[src/rtl/ifm_buf_responder.sv]
// IFM buffer responder: serves K-lane PE requests from IFM_BUF_CNT row banks with a fixed 3-cycle latency.
// Optional zero padding of out-of-frame lanes is compiled in when IFM_BUF_PAD_EN is defined.
module ifm_buf_responder #(
    parameter int K            = 3,
    parameter int W_SIZE       = 10,
    parameter int W_CHANNEL    = 10,
    parameter int W_FRAME_SIZE = 14,
    parameter int IFM_DW       = 32,
    parameter int IFM_BUF_CNT  = 4,
    parameter int W_IFM_BUF    = 2
) (
    input  logic                              clk,
    input  logic                              rst,
    input  logic [W_SIZE-1:0]                 q_width,
    input  logic [W_SIZE-1:0]                 q_height,
    input  logic [W_CHANNEL-1:0]              q_chn_words,
    input  logic                              i_ifm_req_vld,
    input  logic [K*W_SIZE-1:0]               i_ifm_req_row,
    input  logic [K*W_SIZE-1:0]               i_ifm_req_col,
    input  logic [K*W_CHANNEL-1:0]            i_ifm_req_chn,
    output logic [IFM_BUF_CNT-1:0]            o_buf_en,
    output logic [IFM_BUF_CNT*W_FRAME_SIZE-1:0] o_buf_addr,
    input  logic [IFM_BUF_CNT*IFM_DW-1:0]     i_buf_rdata,
    output logic                              o_ifm_data_vld,
    output logic [K*IFM_DW-1:0]               o_ifm_data,
    output logic                              o_conflict
);

    // Request decode (cycle T)
    logic [W_IFM_BUF-1:0]    lane_bank [K];
    logic [W_FRAME_SIZE-1:0] lane_addr [K];
    logic [K-1:0]            lane_pad;

    // Stage 1: bank read issue (T+1)
    logic                    s1_vld_q;
    logic [IFM_BUF_CNT-1:0]  buf_en_q;
    logic [W_FRAME_SIZE-1:0] buf_addr_q [IFM_BUF_CNT];
    logic [W_IFM_BUF-1:0]    s1_bank_q [K];
    logic [K-1:0]            s1_pad_q;

    // Stage 2: read data returning (T+2)
    logic                    s2_vld_q;
    logic [W_IFM_BUF-1:0]    s2_bank_q [K];
    logic [K-1:0]            s2_pad_q;

    // Stage 3: response (T+3)
    logic                    data_vld_q;
    logic [K*IFM_DW-1:0]     data_q;
    logic [K*IFM_DW-1:0]     data_d;
    logic                    conflict_q;

    logic [IFM_BUF_CNT-1:0]  bank_en_d;
    logic [W_FRAME_SIZE-1:0] bank_addr_d [IFM_BUF_CNT];
    logic                    conflict_d;

    genvar gi;

    generate
        for (gi = 0; gi < K; gi++) begin : g_lane
            logic [W_SIZE-1:0]    col;
            logic [W_CHANNEL-1:0] chn;

            assign col = i_ifm_req_col[gi*W_SIZE +: W_SIZE];
            assign chn = i_ifm_req_chn[gi*W_CHANNEL +: W_CHANNEL];
            assign lane_bank[gi] = i_ifm_req_row[gi*W_SIZE +: W_IFM_BUF];
            // Modular arithmetic at the bank address width gives the truncated address directly.
            assign lane_addr[gi] = W_FRAME_SIZE'(col) * W_FRAME_SIZE'(q_chn_words)
                                 + W_FRAME_SIZE'(chn);
`ifdef IFM_BUF_PAD_EN
            logic [W_SIZE-1:0] row;
            assign row = i_ifm_req_row[gi*W_SIZE +: W_SIZE];
            assign lane_pad[gi] = (row >= q_height) || (col >= q_width);
`else
            assign lane_pad[gi] = 1'b0;
`endif
        end
    endgenerate

`ifndef IFM_BUF_PAD_EN
    // Frame bounds and upper row bits only matter for padding.
    logic unused_pad_inputs;
    assign unused_pad_inputs = ^{q_width, q_height, i_ifm_req_row};
`endif

    always_comb begin
        bank_en_d  = '0;
        conflict_d = 1'b0;
        for (int b = 0; b < IFM_BUF_CNT; b++) begin
            bank_addr_d[b] = buf_addr_q[b];
        end
        // Walk from the highest lane down so the lowest-index lane owns a shared bank.
        for (int i = K - 1; i >= 0; i--) begin
            if (i_ifm_req_vld && !lane_pad[i]) begin
                bank_en_d[lane_bank[i]]   = 1'b1;
                bank_addr_d[lane_bank[i]] = lane_addr[i];
            end
        end
        for (int i = 0; i < K; i++) begin
            for (int j = i + 1; j < K; j++) begin
                if (i_ifm_req_vld && !lane_pad[i] && !lane_pad[j] &&
                    (lane_bank[i] == lane_bank[j]) && (lane_addr[i] != lane_addr[j])) begin
                    conflict_d = 1'b1;
                end
            end
        end
    end

    // Each lane picks its own bank's read data; a losing lane sees the winner's word.
    generate
        for (gi = 0; gi < K; gi++) begin : g_sel
            assign data_d[gi*IFM_DW +: IFM_DW] =
                s2_pad_q[gi] ? '0 : i_buf_rdata[int'(s2_bank_q[gi])*IFM_DW +: IFM_DW];
        end
        for (gi = 0; gi < IFM_BUF_CNT; gi++) begin : g_addr
            assign o_buf_addr[gi*W_FRAME_SIZE +: W_FRAME_SIZE] = buf_addr_q[gi];
        end
    endgenerate

    always_ff @(posedge clk) begin
        if (rst) begin
            s1_vld_q   <= 1'b0;
            s2_vld_q   <= 1'b0;
            buf_en_q   <= '0;
            s1_pad_q   <= '0;
            s2_pad_q   <= '0;
            data_vld_q <= 1'b0;
            data_q     <= '0;
            conflict_q <= 1'b0;
            for (int b = 0; b < IFM_BUF_CNT; b++) begin
                buf_addr_q[b] <= '0;
            end
            for (int i = 0; i < K; i++) begin
                s1_bank_q[i] <= '0;
                s2_bank_q[i] <= '0;
            end
        end else begin
            s1_vld_q <= i_ifm_req_vld;
            buf_en_q <= bank_en_d;
            s1_pad_q <= lane_pad;
            for (int b = 0; b < IFM_BUF_CNT; b++) begin
                buf_addr_q[b] <= bank_addr_d[b];
            end
            for (int i = 0; i < K; i++) begin
                s1_bank_q[i] <= lane_bank[i];
                s2_bank_q[i] <= s1_bank_q[i];
            end
            s2_vld_q   <= s1_vld_q;
            s2_pad_q   <= s1_pad_q;
            data_vld_q <= s2_vld_q;
            if (s2_vld_q) begin
                data_q <= data_d;
            end
            if (conflict_d) begin
                conflict_q <= 1'b1;
            end
        end
    end

    assign o_buf_en       = buf_en_q;
    assign o_ifm_data_vld = data_vld_q;
    assign o_ifm_data     = data_q;
    assign o_conflict     = conflict_q;

endmodule

[config.mk]
export PLATFORM = sky130hd
export DESIGN_NAME = ifm_buf_responder
export DESIGN_NICKNAME = d
export VERILOG_FILES = /design/src/rtl/ifm_buf_responder.sv
export SDC_FILE = /design/constraint.sdc
export NUM_CORES = 1
export LEC_CHECK = 0
export CAP_MARGIN = 20
export CORE_ASPECT_RATIO = 0.5
export CORE_MARGIN = 4
export CORE_UTILIZATION = 40
export CTS_CLUSTER_DIAMETER = 120
export DETAILED_ROUTE_END_ITERATION = 8
export PLACE_DENSITY = 0.66
export SYNTH_ARGS = -nofsm -noshare
export SYNTH_HDL_FRONTEND = slang
export SYNTH_SLANG_ARGS = --single-unit
[constraint.sdc]
create_clock -name clk -period 6.95 [get_ports clk]
set_input_delay 1.0425 -clock clk [delete_from_list [all_inputs] [get_ports clk]]
set_output_delay 1.0425 -clock clk [all_outputs]
set_load 0.05 [all_outputs]
==> qor.yml, run 1 <==
final.fill_count: 4160
dieArea_um2: 49900
post_cts_buffers: 0
die_y_um: 160
fin_nets: 2885
grt_overflow_total: 0
drive_gt1_share_pct: 10.4
grt_pass1_wl_mm: 88.7
initial_utilization_pct: 40.7
setup_viol: 0
worst_hold_path.endpoint: "s2_bank_q[0][3]"
worstReg2RegEnd: "o_ifm_data[60]"
dpl_cell_area_um2: 23100
hold_path.class: "register to register"
required_ps: 7260
syn2layout_area_growth_pct: 28.5
syn_area_um2: 18500
place_hpwl_mm: 42.8
cts_hold_buf: 0
ys_seq_area_share_pct: 18.6
ctsRootBufferMaster: "clkbuf_16"
cp-start-kind: "input port"
holdWs_ps: 437
clkTransAtPathRegs_ps: 70
worstPathArrival_ps: 6850
place.gp.congestion: 0.862
fin_area_um2: 23800
grt_util_all_layers_pct: 22.3
fin_crit_ps: 6540
antenna_found_initial: 1
worstPathMaxFanout: 17
grt_start_max_net_pins: 100
synth_nets: 2546
r2r-start: "s2_vld_q"
powerDensity_nw_per_um2: 429
ir_drop_uv: 518
r2r_slack_ps: 4710
whs_path_depth: 1
wire_per_inst_um: 18.8
worst_slack_ps: 408
rows: 55
firstDrtPassIters: 7
core_area_um2: 45400
worst_skew_pair.late_latency_ps: 440
pin_count: 409
async_reset_ff_share_pct: 0
avgSynthCellArea_um2: 9.19
ant_nets: 0
cts_tree: "yes"
cellLeakagePower_nw: 10.1
critical_path_class: "input port to register"
synthDistinctLibCells: 65
dr_total_vias: 15498
rsz0062_at_grt: "false"
register_area_um2: 3450
die_w_um: 312
relSlewSlack_pct: 30.5
finalCritPeriodShare_pct: 94.1
clock_skew_ps: 12.9
syn_inst: 2013
htree_levels: 4
ys_ff_latch: 172
max_freq_ghz: 0.153
place_ws_ps: -83.3
tightest_slew_ps: 1040
maxCapViolations: 0
first_global_vias: 15945
drc: 0
io_buffers: 364
clk_path_buf_depth: 2
worstHoldStart: "s1_bank_q[0][3]"
cp-end-kind: "register"
synth_warnings: 0
finalMaxSlewViolations: 0
initialDrtViolationCount: 1019
multiInputGateArea_um2: 13400
status: "complete, no violations"
cts_made_buffers: 17
ctsResizeCount: 0
ys.flop_type: "dfxtp_1"
reg2reg_depth: 3
hold_viol: 0
wirelength_mm: 55.6
synth-edff-count: 0
cts_sinks: 172
via_per_inst: 5.23
==> layout by cell type (no fill, tap or decap), drive strengths merged, types with 6 or more instances in the layout <==
cell type      instances
buf                   91
nand3                 19
mux4                  96
xnor2                 57
ha                   105
mux2i                118
o211ai                30
a21o                   7
and2                 126
or2                    6
dfxtp                172
fa                   177
clkdlybuf4s50        363
nand2                209
a21oi                 77
nor2b                 16
xor2                  54
nor2                 177
o21ai                 21
nand4                  6
inv                  293
nor4                   7
nand2b                 6
a211oi                34
o21bai                 6
nor3                  11
clkbuf                22
==> kinds of logic (layout without fill, tap and decap cells) <==
group                      Yosys count  count (layout)  share of synthesized area (%)
buffers and inverters              428             779                           8.85
muxes                              214             214                           18.1
AOI/OAI and AO/OA                  206             206                           7.50
DFF                                172             172                           18.6
xor gates and xnor gates           111             111                           5.56
other                                0               1                              0
and+or+nand+nor                    600             600                           15.1
adders and majority gates          282             282                           26.3
==> how the worst max path moves through the flow <==
stage | endpoint | from | cells past startpoint
global route | o_conflict | q_chn_words[1] | 22
finish | o_conflict | q_chn_words[1] | 22
detailed placement | o_conflict | q_chn_words[1] | 22
global placement | o_conflict | q_chn_words[1] | 24
floorplan | o_conflict | q_chn_words[1] | 20
CTS | o_conflict | q_chn_words[1] | 22
==> worst max-delay path, cell delays in order <==
cell and delay [ps]:
clkdlybuf4s50_1 440, buf_12 170, buf_4 160, buf_4 150, and2_1 150, fa_1 540, ha_1 130, inv_1 40
fa_1 470, fa_1 510, fa_1 490, inv_1 40, ha_1 360, inv_1 60, o21bai_1 160, xor2_1 630
xor2_1 210, nand4_1 150, nor4_1 320, nand3_1 160, o311ai_1 300, a41oi_1 150
==> layer usage <==
metal / vias up / wire length [µm] / GRT usage, %
li1: 7260 / - / -
met1: 7678 / 23000 / 28.0
met2: 469 / 28000 / 39.8
met3: 91 / 2860 / 2.98
met4: 0 / 1730 / 7.49
met5: - / 0 / 0
==> registers in the layout (all words and copies together), names as in the netlist <==
signal and flops:
o_buf_en 4, buf_addr_q 56, o_conflict 1, s2_vld_q 1, o_ifm_data_vld 1, s2_bank_q 6, s1_vld_q 1, s1_bank_q 6
o_ifm_data 96
==> cell usage after synthesis (3+ instances only) <==
cell type  instances  area (µm²)
nand2_1          209         785
a311oi_1           4        35.0
fa_1             177        3540
buf_2              7        35.0
buf_1             24        90.1
or3_1              4        25.0
o21bai_1           6        45.0
ha_1             105        1310
mux2i_1          118        1180
o211ai_1          30         225
nand2b_1           6        37.5
o21ai_1            3        15.0
clkbuf_1          99         372
nand3b_1           3        22.5
a21oi_1           74         370
nor2b_1           16         100
nor4_1             6        37.5
nand3_1           19        95.1
a31o_1             3        26.3
xnor2_1           54         473
xor2_1            51         447
mux4_2            96        2160
o311ai_1           3        26.3
inv_1            293        1100
a31oi_1            3        18.8
a211oi_1          33         248
nor3_1            11        55.1
or2_2              4        25.0
dfxtp_1          172        3440
o21ai_0           18        90.1
a2111oi_0          3        26.3
a21o_1             7        52.6
and2_1           126         788
xor2_2             3        48.8
nor2_1           176         661
and3_1             4        25.0
o2111ai_1          4        35.0
nand4_1            5        31.3
==> cell type report <==
| type | instances | share of cell area (%) |
|---|---|---|
| clock buffer | 22 | 1.95 |
| antenna | 1 | 0.0105 |
| clock inverter | 9 | 0.484 |
| inverter | 294 | 4.64 |
| timing repair buffer | 454 | 18.8 |
| tap | 598 | 3.15 |
| sequential | 172 | 14.5 |
| multi-input combinational | 1413 | 56.5 |
==> metrics by stage <==
stage / util (%) / TNS, ps / total power, mW / cells
after floorplan: - / 0 / 6.39 / 2013
after global placement: 50.9 / 0 / 9.06 / 2927
after detailed placement: 50.9 / -83.3 / 9.17 / 2927
after CTS: 52.1 / 0 / 10.2 / 2958
after global routing: 52.3 / 0 / 11.0 / 2963
final: 52.3 / 0 / 10.2 / 2963
==> where the power goes <==
part	internal [mW]	switching, mW	total [mW]	leakage, nW
logic	3.44	4.61	8.04	8.40
registers	1.10	0.0975	1.20	1.41
clock network	0.548	0.412	0.960	0.265
total	5.08	5.12	10.2	10.1
No activity file was read; power rests on OpenSTA's default activity.
==> run 2, diff against run 1 <==
Clock period 6.95 ns to 7.3 ns, I/O delays scaled along.
==> qor.yml, run 2 (same netlist as run 1, synthesis figures left out) <==
grt_start_max_net_pins: 90
via_per_inst: 5.26
initialDrtViolationCount: 956
multiInputGateArea_um2: 13400
dr_total_vias: 15430
relSlewSlack_pct: 30.0
highest_layer: "met5"
die_y_um: 160
io_buffers: 364
finalCritPeriodShare_pct: 92.4
worstPathMaxFanout: 30
required_ps: 7570
wire_per_inst_um: 18.9
critical_path_class: "input port to register"
worstPathArrival_ps: 7020
cts_made_buffers: 17
largest_reg_flops: 96
fin_crit_ps: 6750
die_w_um: 312
ant_nets: 0
rows: 55
place_hpwl_mm: 42.5
setup_viol: 0
clockPowerShare_pct: 9.7
finalSetupTns_ps: 0
finalMaxSlewViolations: 0
hold_viol: 0
syn2layout_area_growth_pct: 27.2
rsz0062_at_grt: "false"
register_area_um2: 3450
holdWs_ps: 433
powerDensity_nw_per_um2: 404
layout_commonest_cell: "clkdlybuf4s50_1"
clk_path_buf_depth: 2
grt_overflow_total: 0
cp-end-kind: "register"
initial_utilization_pct: 40.7
pin_count: 409
first_global_vias: 15673
wl_met3_mm: 3.12
maxCapViolations: 0
post_cts_buffers: 0
final_cell_mix: "clkdlybuf4s50_1, inv_1, nand2_1"
firstDrtPassIters: 8
antenna_found_initial: 2
max_freq_ghz: 0.148
drc: 0
swShare_pct: 51.4
p_switching_mw: 4.89
cp-start-kind: "input port"
cts_tree: "yes"
place.gp.congestion: 0.880
wl_met1_mm: 22.7
seqPwrFrac_pct: 12.0
tightest_slew_ps: 1050
status: "complete, no violations"
dieArea_um2: 49900
wl_met2_mm: 27.8
cts_hold_buf: 0
ctsRootBufferMaster: "clkbuf_16"
cts_sinks: 172
grt_pass1_wl_mm: 87.5
hold_path.class: "register to register"
fin_nets: 2858
clkTransAtPathRegs_ps: 60
wirelength_mm: 55.4
pwr-share-comb_pct: 78.3
worst_skew_pair.late_latency_ps: 440
final.fill_count: 4213
cellLeakagePower_nw: 9.94
core_area_um2: 45400
grt_util_all_layers_pct: 22.1
htree_levels: 4
clock_skew_ps: 8.37
p_int_mw: 4.62
drive_gt1_share_pct: 9.37
ir_drop_uv: 515
final_util_pct: 51.8
ctsResizeCount: 0
## run 2: cell count changes in the layout (fill, tap and decap cells not counted)
cell / delta
inv_6: +1
buf_16: -1
clkinv_2: +3
buf_4: -25
clkbuf_1: -1
buf_12: -1
clkinvlp_4: -3
## run 2: worst max-delay path, cell delays in order
cell,delay (ps)
clkdlybuf4s50_1,500
buf_12,200
nand2_1,100
fa_1,560
inv_1,60
fa_1,400
fa_1,480
fa_1,550
inv_1,50
fa_1,480
inv_1,40
ha_1,340
and3_1,220
a221oi_2,360
a21oi_2,170
or4_4,450
nand4_4,200
xor2_1,180
nand3_1,120
o311ai_1,300
a41oi_1,140
## run 2: through the flow
step                instances  setup slack [ps]  cell area, µm²  total power, mW
finish                   2936               555           23500             9.51
global route             2936               208           23500             10.3
CTS                      2933               576           23500             9.48
detailed placement       2902               103           22900             8.53
global placement         2901               208           22900             8.41
floorplan                2013               988           18500             6.09
## run 2: power groups by stage
stage	registers [mW]	clock network [mW]	logic, mW
final	1.14	0.923	7.45
after global routing	1.15	0.982	8.14
after CTS	1.14	0.940	7.40
after detailed placement	1.16	0	7.37
after global placement	1.16	0	7.25
after floorplan	1.46	0	4.63
## run 2: metal layers
layer,up-vias,global-route usage [%]
met2,493,39.5
met5,-,0
li1,7190,-
met4,2,7.21
met1,7652,27.5
met3,93,3.48
## run 2: layout make-up
cell class	count	share of cell area, %
Clock inverter	10	0.495
Sequential cell	172	14.7
Timing Repair Buffer	427	18.0
Tap cell	598	3.18
Multi-Input combinational cell	1413	57.0
Antenna cell	1	0.0106
Clock buffer	21	1.96
Inverter	294	4.69
## run 2: path summary, 6_finish.rpt
check	start	endpoint	depth (start not counted)	slack (ps)
setup / recovery	q_chn_words[1]	o_conflict	21	550
hold / removal	s1_bank_q[0][5]	s2_bank_q[0][5]	1	430
setup reg to reg	s2_vld_q	o_ifm_data[27]	3	5020
hold reg to reg	s1_bank_q[0][5]	s2_bank_q[0][5]	1	430
==> run 3, diff against run 2 <==
Settings changed: SLEW_MARGIN set to 20.
==> qor.yml, run 3 (same netlist as run 1, synthesis figures left out) <==
cts_made_buffers: 17
cellLeakagePower_nw: 9.91
grt_start_max_net_pins: 90
clockPowerShare_pct: 9.3
worstPathArrival_ps: 7020
setup_viol: 0
place_ws_ps: 105
worst_skew_pair.late_latency_ps: 430
finalMaxSlewViolations: 0
post_cts_buffers: 0
final_cell_mix: "clkdlybuf4s50_1, inv_1, nand2_1"
htree_levels: 4
status: "complete, no violations"
core_area_um2: 45400
via_per_inst: 5.24
p_switching_mw: 4.87
rsz0062_at_grt: "false"
holdWs_ps: 434
worstPathMaxFanout: 30
fin_area_um2: 23500
relSlewSlack_pct: 31.2
required_ps: 7570
fin_crit_ps: 6750
die_w_um: 312
p_int_mw: 4.58
grt_util_all_layers_pct: 22.1
ant_nets: 0
dr_total_vias: 15377
ctsRootBufferMaster: "clkbuf_16"
ctsResizeCount: 0
layout_commonest_cell: "clkdlybuf4s50_1"
largest_reg_flops: 96
ir_drop_uv: 551
seqPwrFrac_pct: 12.0
cts_tree: "yes"
hold_viol: 0
swShare_pct: 51.5
initial_utilization_pct: 40.7
die_y_um: 160
tightest_slew_ps: 1030
dieArea_um2: 49900
worst_slack_ps: 546
pin_count: 409
initialDrtViolationCount: 975
drive_gt1_share_pct: 9.33
maxCapViolations: 0
final.fill_count: 4191
fin_nets: 2857
clk_path_buf_depth: 2
io_buffers: 364
powerDensity_nw_per_um2: 403
critical_path_class: "input port to register"
place_hpwl_mm: 42.6
cp-start-kind: "input port"
finalCritPeriodShare_pct: 92.5
clock_skew_ps: 10.4
cp-end-kind: "register"
hold_path.class: "register to register"
cts_hold_buf: 0
place.gp.congestion: 0.880
rows: 55
wire_per_inst_um: 18.8
cts_sinks: 172
pwr-share-comb_pct: 78.7
antenna_found_initial: 2
grt_pass1_wl_mm: 87.6
syn2layout_area_growth_pct: 26.9
dpl_cell_area_um2: 22900
first_global_vias: 15665
max_freq_ghz: 0.148
firstDrtPassIters: 5
finalSetupTns_ps: 0
drc: 0
wirelength_mm: 55.3
grt_overflow_total: 0
clkTransAtPathRegs_ps: 70
==> run 3: area by class of cell <==
class                   instances  area, µm²  share of cell area (%)
clock buffers                  22        454                    1.93
well taps                     598        748                    3.19
repair buffers                426       4200                    17.9
inverters                     294       1100                    4.70
multi-input cells            1413      13400                    57.2
clock inverters                10       92.6                   0.394
diodes                          1       2.50                  0.0107
flip-flops and latches        172       3450                    14.7
==> run 3: worst paths after layout <==
check / startpoint / slack (ps) / endpoint / depth (start not counted)
worst max-delay path: q_chn_words[1] / 550 / o_conflict / 21
worst min-delay path: s1_bank_q[0][5] / 430 / s2_bank_q[0][5] / 1
worst max register to register: s2_vld_q / 5020 / o_ifm_data[27] / 3
worst min register to register: s1_bank_q[0][5] / 430 / s2_bank_q[0][5] / 1
==> run 3: power by group through the flow <==
stage          sequential (mW)  clock, mW  combinational (mW)
4_1_cts                   1.14      0.895                7.41
5_1_grt                   1.15      0.930                8.11
3_5_place_dp              1.16          0                7.38
3_3_place_gp              1.16          0                7.25
2_1_floorplan             1.46          0                4.63
6_report                  1.14      0.876                7.44
==> run 3: metal layers <==
metal	part of all wire (%)	GRT usage, %
met5	0	0
met4	2.1	5.20
met3	4.7	2.85
met2	51	40.8
met1	42	27.6
==> run 3: metrics by stage <==
stage / instances / utilization [%] / power, mW
global placement: 2901 / 50.4 / 8.41
floorplan: 2013 / - / 6.09
CTS: 2934 / 51.6 / 9.44
global route: 2936 / 51.7 / 10.2
detailed placement: 2902 / 50.4 / 8.54
finish: 2936 / 51.7 / 9.45
==> run 3: critical path, cell delays in order <==
cell and delay [ps]:
clkdlybuf4s50_1 500, buf_12 200, nand2_1 110, fa_1 560
inv_1 50, fa_1 400, fa_1 480, fa_1 550
inv_1 50, fa_1 480, inv_1 40, ha_1 340
and3_1 220, a221oi_2 360, a21oi_2 170, or4_4 450
nand4_4 190, xnor2_1 140, nand3_1 140, o311ai_1 320
a41oi_1 140
